**src/rtl/uart_pkg.sv**
```systemverilog
// ---------------------------------------------------------------------------
// uart_pkg
// Shared definitions for the UART transmitter and receiver:
//   - default clock / bit-rate parameters
//   - clks_per_bit() helper (integer clocks per serial bit)
//   - state encodings (legacy-compatible constants plus a typed view)
// ---------------------------------------------------------------------------
package uart_pkg;

    localparam int unsigned BASE_CLK_DEFAULT = 50_000_000;
    localparam int unsigned BAUDRATE_DEFAULT = 115_200;

    localparam logic [2:0] ST_IDLE   = 3'd0;
    localparam logic [2:0] ST_START  = 3'd1;
    localparam logic [2:0] ST_DATA   = 3'd2;
    localparam logic [2:0] ST_PARITY = 3'd3;
    localparam logic [2:0] ST_STOP   = 3'd4;

    typedef enum logic [2:0] {
        S_IDLE   = ST_IDLE,
        S_START  = ST_START,
        S_DATA   = ST_DATA,
        S_PARITY = ST_PARITY,
        S_STOP   = ST_STOP
    } uart_state_e;

    function automatic int unsigned clks_per_bit(input int unsigned base_clk,
                                                 input int unsigned baudrate);
        return base_clk / baudrate;
    endfunction

endpackage

```
**src/rtl/uart_baud_gen.sv**
```systemverilog
// ---------------------------------------------------------------------------
// uart_baud_gen
// Bit-period counter. Counts 0..CLKS_PER_BIT-1 while enabled and wraps.
// Ports:
//   clk   - system clock
//   rst   - asynchronous active-low reset
//   en    - count enable (held low: counter parked at 0)
//   clr   - synchronous clear (frame acceptance)
//   tick  - 1-cycle pulse in the last clock of each bit period
// ---------------------------------------------------------------------------
module uart_baud_gen #(
    parameter int unsigned CLKS_PER_BIT = 434
) (
    input  logic clk,
    input  logic rst,
    input  logic en,
    input  logic clr,
    output logic tick
);

    localparam int unsigned   CNT_W    = (CLKS_PER_BIT > 1) ? $clog2(CLKS_PER_BIT) : 1;
    localparam logic [CNT_W-1:0] CNT_LAST = CNT_W'(CLKS_PER_BIT - 1);

    logic [CNT_W-1:0] cnt_q, cnt_d;

    assign tick = en && !clr && (cnt_q == CNT_LAST);

    always_comb begin
        cnt_d = cnt_q;
        if (clr || !en) begin
            cnt_d = '0;
        end else if (tick) begin
            cnt_d = '0;
        end else begin
            cnt_d = cnt_q + 1'b1;
        end
    end

    always_ff @(posedge clk or negedge rst) begin
        if (!rst) begin
            cnt_q <= '0;
        end else begin
            cnt_q <= cnt_d;
        end
    end

endmodule

```
**src/rtl/uart_tx.sv**
```systemverilog
// ---------------------------------------------------------------------------
// uart_tx
// 8N1 UART transmitter (8E1 when UART_TX_PARITY_EN is defined: one even
// parity bit after the data bits).
// Ports:
//   clk         - system clock, rising edge
//   rst         - asynchronous active-low reset
//   tx_start    - send request, sampled only while idle
//   parallel_in - byte to send, LSB first, latched at acceptance
//   serial_out  - registered UART line, idle high
//   tx_busy     - high while a frame is in progress
//   tx_done     - 1-cycle pulse in the last clock of the stop bit
// ---------------------------------------------------------------------------
module uart_tx
    import uart_pkg::*;
#(
    parameter int unsigned BASE_CLK = BASE_CLK_DEFAULT,
    parameter int unsigned BAUDRATE = BAUDRATE_DEFAULT
) (
    input  logic       clk,
    input  logic       rst,
    input  logic       tx_start,
    input  logic [7:0] parallel_in,
    output logic       serial_out,
    output logic       tx_busy,
    output logic       tx_done
);

    localparam int unsigned CLKS_PER_BIT = clks_per_bit(BASE_CLK, BAUDRATE);

    uart_state_e state_q, state_d;
    logic [7:0]  data_q, data_d;
    logic [2:0]  idx_q, idx_d;
    logic        serial_out_q, serial_out_d;
    logic        accept;
    logic        bit_tick;

    uart_baud_gen #(
        .CLKS_PER_BIT(CLKS_PER_BIT)
    ) u_baud_gen (
        .clk  (clk),
        .rst  (rst),
        .en   (state_q != S_IDLE),
        .clr  (accept),
        .tick (bit_tick)
    );

    // The line value is derived from the next state so that serial_out,
    // although registered, changes on the same edge as the state.
    always_comb begin
        state_d      = state_q;
        data_d       = data_q;
        idx_d        = idx_q;
        serial_out_d = serial_out_q;
        accept       = 1'b0;
        case (state_q)
            S_IDLE: begin
                serial_out_d = 1'b1;
                if (tx_start) begin
                    accept       = 1'b1;
                    data_d       = parallel_in;
                    idx_d        = '0;
                    state_d      = S_START;
                    serial_out_d = 1'b0;
                end
            end
            S_START: begin
                if (bit_tick) begin
                    state_d      = S_DATA;
                    serial_out_d = data_q[0];
                end
            end
            S_DATA: begin
                if (bit_tick) begin
                    if (idx_q == 3'd7) begin
`ifdef UART_TX_PARITY_EN
                        state_d      = S_PARITY;
                        serial_out_d = ^data_q;
`else
                        state_d      = S_STOP;
                        serial_out_d = 1'b1;
`endif
                    end else begin
                        idx_d        = idx_q + 3'd1;
                        serial_out_d = data_q[idx_d];
                    end
                end
            end
`ifdef UART_TX_PARITY_EN
            S_PARITY: begin
                if (bit_tick) begin
                    state_d      = S_STOP;
                    serial_out_d = 1'b1;
                end
            end
`endif
            S_STOP: begin
                if (bit_tick) begin
                    state_d      = S_IDLE;
                    serial_out_d = 1'b1;
                end
            end
            default: begin
                state_d      = S_IDLE;
                serial_out_d = 1'b1;
            end
        endcase
    end

    always_ff @(posedge clk or negedge rst) begin
        if (!rst) begin
            state_q      <= S_IDLE;
            data_q       <= '0;
            idx_q        <= '0;
            serial_out_q <= 1'b1;
        end else begin
            state_q      <= state_d;
            data_q       <= data_d;
            idx_q        <= idx_d;
            serial_out_q <= serial_out_d;
        end
    end

    assign serial_out = serial_out_q;
    assign tx_busy    = (state_q != S_IDLE);
    assign tx_done    = (state_q == S_STOP) && bit_tick;

endmodule

```
**config.mk**
```make
export PLATFORM = sky130hd
export DESIGN_NAME = uart_tx
export DESIGN_NICKNAME = d
export VERILOG_FILES = /design/src/rtl/uart_pkg.sv /design/src/rtl/uart_baud_gen.sv /design/src/rtl/uart_tx.sv
export SDC_FILE = /design/constraint.sdc
export NUM_CORES = 1
export LEC_CHECK = 0
export CAP_MARGIN = 20
export CORE_MARGIN = 2
export CORE_UTILIZATION = 55
export CTS_CLUSTER_DIAMETER = 60
export CTS_CLUSTER_SIZE = 24
export DETAILED_ROUTE_END_ITERATION = 8
export PLACE_DENSITY_LB_ADDON = 0.3
export REMOVE_ABC_BUFFERS = 1
export SKIP_CTS_REPAIR_TIMING = 1
export SYNTH_ARGS = -nofsm -noshare
export SYNTH_HDL_FRONTEND = slang
export SYNTH_HIERARCHICAL = 1
export SYNTH_SLANG_ARGS = --single-unit
```
**constraint.sdc**
```tcl
create_clock -name clk -period 4.41 [get_ports clk]
set_input_delay 0.882 -clock clk [delete_from_list [all_inputs] [get_ports clk]]
set_output_delay 0.882 -clock clk [all_outputs]
set_load 0.005 [all_outputs]
```
== Word-level counts from Yosys, hierarchy flattened ==
Index checks and enable logic that the tools add are counted.

* Register bits after elaboration: 24
* Output and inout bits: 3
* Input bits: 11

* Eq/ne operators: 11
* Reductions and logical operators: 13
* Magnitude comparators: 1
* Muxes and demuxes: 22
* Add/subtract/negate cells: 2

{| class="wikitable"
|+ Operators with widths
! cell !! number
|-
| $mux 3 || 8
|-
| $mux 9 || 2
|-
| $ne 2x2->1 const B || 6
|-
| $pmux 3 s4 || 1
|-
| $add 9x1->9 const B || 1
|-
| $eq 9x9->1 const B || 1
|-
| $mux 1 || 8
|-
| $eq 3x3->1 const B || 2
|-
| $pmux 3 s2 || 1
|-
| $reduce_and 5->1 || 1
|-
| $lt 3x4->1 const B || 1
|-
| $pmux 1 s4 || 1
|-
| $reduce_and 4->1 || 1
|-
| $add 3x1->3 const B || 1
|-
| $bmux 1 s3 || 1
|-
| $eq 3x1->1 const B || 1
|-
| $eq 3x2->1 const B || 1
|-
| $logic_and 1x1->1 || 3
|-
| $logic_not 3->1 || 1
|-
| $reduce_and 3->1 || 1
|-
| $reduce_bool 3->1 || 1
|-
| $logic_not 1->1 || 2
|-
| $reduce_and 2->1 || 1
|-
| $reduce_bool 2->1 || 1
|-
| $logic_or 1x1->1 || 1
|}

== Longest topological paths before layout ==
* Depth in word-level cells: 7
* Gate-level depth with buffers: 10
* Gate-level depth less buffers: 9

== Hierarchy ==
Netlist, hierarchy kept.

{| class="wikitable"
|+ By module, submodules not included
! module !! times used !! cells each !! area each (sq um)
|-
| uart_tx || 1 || 65 || 799.5
|-
| uart_baud_gen || 1 || 49 || 491.7
|}

== Worst setup path after synthesis ==
Ideal clock, no wire load.

* Path kind: input to output
* Start: in tx_start
* End: out tx_done
* Path buffers: 1
* Cell stages on the path: 8
* Data arrival time: 1.949 ns
* Slack: 1.579 ns
* Data required time: 3.528 ns
* Path through: inv_1 nor2_8 inv_1 nand2_1 nor4_1 buf_2 nand2_1 nor3_1

* Longest elaborated chain between the ends: 6

{| class="wikitable"
|+ RTL lines
! element !! RTL line !! source
|-
| start: declaration || uart_tx.sv:22 || <nowiki>input logic tx_start,</nowiki>
|-
| $mux 1 || uart_tx.sv:59 || <nowiki>if (tx_start) begin</nowiki>
|-
| $mux 1 || uart_tx.sv:56 || <nowiki>case (state_q)</nowiki>
|-
| named net accept || uart_tx.sv:35 || <nowiki>logic accept;</nowiki>
|-
| $logic_not 1->1 || uart_baud_gen.sv:26 || <nowiki>assign tick = en && !clr && (cnt_q == CNT_LAST);</nowiki>
|-
| $logic_and 1x1->1 (2 in a row) || uart_baud_gen.sv:26 ||
|-
| named net bit_tick || uart_tx.sv:36 || <nowiki>logic bit_tick;</nowiki>
|-
| $logic_and 1x1->1 || uart_tx.sv:126 || <nowiki>assign tx_done = (state_q == S_STOP) && bit_tick;</nowiki>
|-
| end: declaration || uart_tx.sv:26 || <nowiki>output logic tx_done</nowiki>
|}

The timed path passes the listed nets, and every way through them passes these cells.

== Final worst setup path ==
Same ends and word-level chain as after synthesis.

==> results.cfg <==
[synth]
yosysTopAreaCell = dfrtp_1
synth_top_area_share_pct = 44.57
syn-mean-instance-area_um2 = 11.33
synth-async-reset-ratio_pct = 100.0
postSynthCellCount = 114
synth-seq-cells = 24
yosysSeqAreaShare_pct = 46.61
synth_flop_cell = dfrtp_1
synth-edff-count = 0
yosys-top-cells-area = dfrtp_1, mux2_2, ha_1
synth_area_um2 = 1291
yosysWarningCount = 6
synth_cell_types = 40

[floorplan]
core-area_um2 = 2212
fp-row-count = 17
dieWidth_um = 52.46
die_area_um2 = 2752
num_io_pins = 14
initial_core_util_pct = 58.37
die-height_um = 52.46

[worst_setup_path]
critPathCaptureType = output port
required_ns = 3.53
crit_family = buffers and inverters
cp.arrival_ns = 2.98
crit_chain = clkdlybuf4s50_1 -> inv_1 -> nor2_8 -> inv_1 -> nand2_1 -> nor4_1 -> nand2_1 -> nor3_1 -> clkdlybuf4s50_1
slowest_stage = clkdlybuf4s50_1
r2r_setup_slack_ns = 1.68
crit_buf_inv = 4
path_max_fanout = 10
critPathLaunchType = input pin
critical-path-max-stage-delay_ns = 0.53
criticalPathCategory = in2out

[cts]
clkLatencyLatePin_ns = 0.30
h-tree-depth = 1
cts_tree = built
root_buffer = clkbuf_4
clock_sinks = 24
path_clk_slew_ns = 0.12
numCtsBuffers = 3
cts_buffer_depth = 2

[final_layout]
final_nets = 146
area_growth_pct = 15.60
multi_input_area_um2 = 650.6
n_fill_cell = 178
diodes = 0
drive_gt1_share_pct = 20.77
layout.area.seq_um2 = 601.8

[power]
powerDensity_nw_per_um2 = 528.6
vdd_drop_max_mv = 0.3596
power.share.switching_pct = 36.99
switchingPower_mw = 0.2919
p_seq_share_pct = 48.0
internal-power_mw = 0.4972
power_leakage_nw = 0.6411
power.share.clock_pct = 12.4
combPwrFrac_pct = 39.6

[global_routing]
grt_pass1_wl_um = 3801
grt_max_degree = 25
grt_pass1_vias = 914
grt_usage_pct = 18.73
antenna_found_initial = 0
overflow = 0

[route]
drt_iter0_drc = 16
totalWireLength_um = 2303
drc = 0
drt-wirelength-per-cell_um = 14.58
drtPass1Iterations = 4
dr_total_vias = 980
via_per_inst = 6.203
ant_nets = 0

[sta]
timing.final.max_slew_violations = 0
tightest_slew_ns = 0.4556
fin_crit_sh_pct = 87.51
max_freq_mhz = 259.1
final.setup_skew_ns = 0.003275
setup_violations = 0
rsz0062_at_grt = no
final-hold-violation-count = 0
period_minus_slack_ns = 3.859
slew_headroom_pct = 69.53
hold_ws_ns = 0.5192
tns_ns = 0

[placement]
gp_congestion = 0.7739
hpwl_um = 1683
port_buffers = 13

[status]
status = finished clean

[min_path]
min_path_type = reg2reg

[job]
drv_cap = 0
cell type report:
cell class,instances,area share [%]
inverters,7,1.760
clock buffers,4,1.760
well taps,28,2.347
flip-flops and latches,24,40.32
repair buffers,15,10.23
multi-input cells,80,43.59
worst paths after layout:
kind / end / cells after the start / start
max in group asynchronous: idx_q[1] / 2 / rst
min reg2reg: data_q[1] / 1 / data_q[1]
min in group asynchronous: u_baud_gen/cnt_q[7] / 1 / rst
max reg2reg: idx_q[0] / 10 / state_q[1]
max: tx_done / 9 / tx_start
min: data_q[1] / 1 / data_q[1]
power groups by stage:
| stage | Sequential, mW | Clock, mW | Combinational (mW) |
|---|---|---|---|
| floorplan | 0.360 | 0 | 0.248 |
| global route | 0.392 | 0.107 | 0.348 |
| detailed placement | 0.382 | 0 | 0.310 |
| global placement | 0.376 | 0 | 0.300 |
| finish | 0.379 | 0.0976 | 0.313 |
| CTS | 0.377 | 0.101 | 0.310 |
cells in the mapped netlist (3+ instances only):
cell and count:
a21oi_1 6, a31oi_1 3, dfrtp_1 23, ha_1 4, inv_1 7, mux2_2 9, nand2_1 6, nand3_1 3
nand3b_1 3, nor2_1 5, nor3_1 3, o21ai_0 4
flip-flops by register name, summed over array words and instances (netlist names):
register,count
data_q,8
idx_q,3
serial_out,1
state_q,3
u_baud_gen/cnt_q,9
metal layers:
layer	up-vias	global-route usage, %	share of wire (%)
met4	0	8.547	0.74
met2	20	30.42	48
met5	-	0	0
met3	2	2.857	3.5
met1	500	24.58	48
li1	458	-	-
worst register-to-register path, stage by stage, from the launching register on:
cell     delay (ns)
dfrtp_1        0.58
or3_4          0.27
nor2_8         0.07
inv_1          0.11
nand2_1        0.13
nor4_1         0.39
buf_4          0.22
inv_1          0.09
nor4_2         0.42
nor2_2         0.09
mux2_2         0.28
layout by cell type (no fill, tap or decap), types with 2 or more instances in the layout:
cell	count
dfrtp_1	23
clkdlybuf4s50_1	13
mux2_2	9
inv_1	7
nand2_1	6
a21oi_1	6
nor2_1	5
o21ai_0	4
ha_1	4
nor3_1	3
nand3b_1	3
clkbuf_4	3
nand3_1	3
a31oi_1	3
nand2b_1	2
a22o_1	2
or2_2	2
mux4_2	2
or4_1	2
o221ai_1	2
nand4_1	2
or3_1	2
xor2_1	2
cell families after synthesis:
family / Yosys count / share of synthesized area, %
and+or+nand+nor: 38 / 18.89
DFF: 24 / 46.61
AOI/OAI and AO/OA: 23 / 13.47
muxes: 12 / 12.11
buffers and inverters: 10 / 3.004
adders and majority gates: 4 / 3.876
xor gates and xnor gates: 3 / 2.035
through the flow:
step                setup slack (ns)  utilization, %  cells  total power, mW  area, µm²
floorplan                      1.192               -    111           0.6086       1279
global placement              0.6174           65.61    153           0.6754       1451
detailed placement            0.5465           65.61    153           0.6914       1451
CTS                           0.5362           66.80    157           0.7881       1478
global route                  0.3662           67.48    158           0.8472       1493
finish                        0.5508           67.48    158           0.7890       1493
Power figures use the tool's default switching activity.
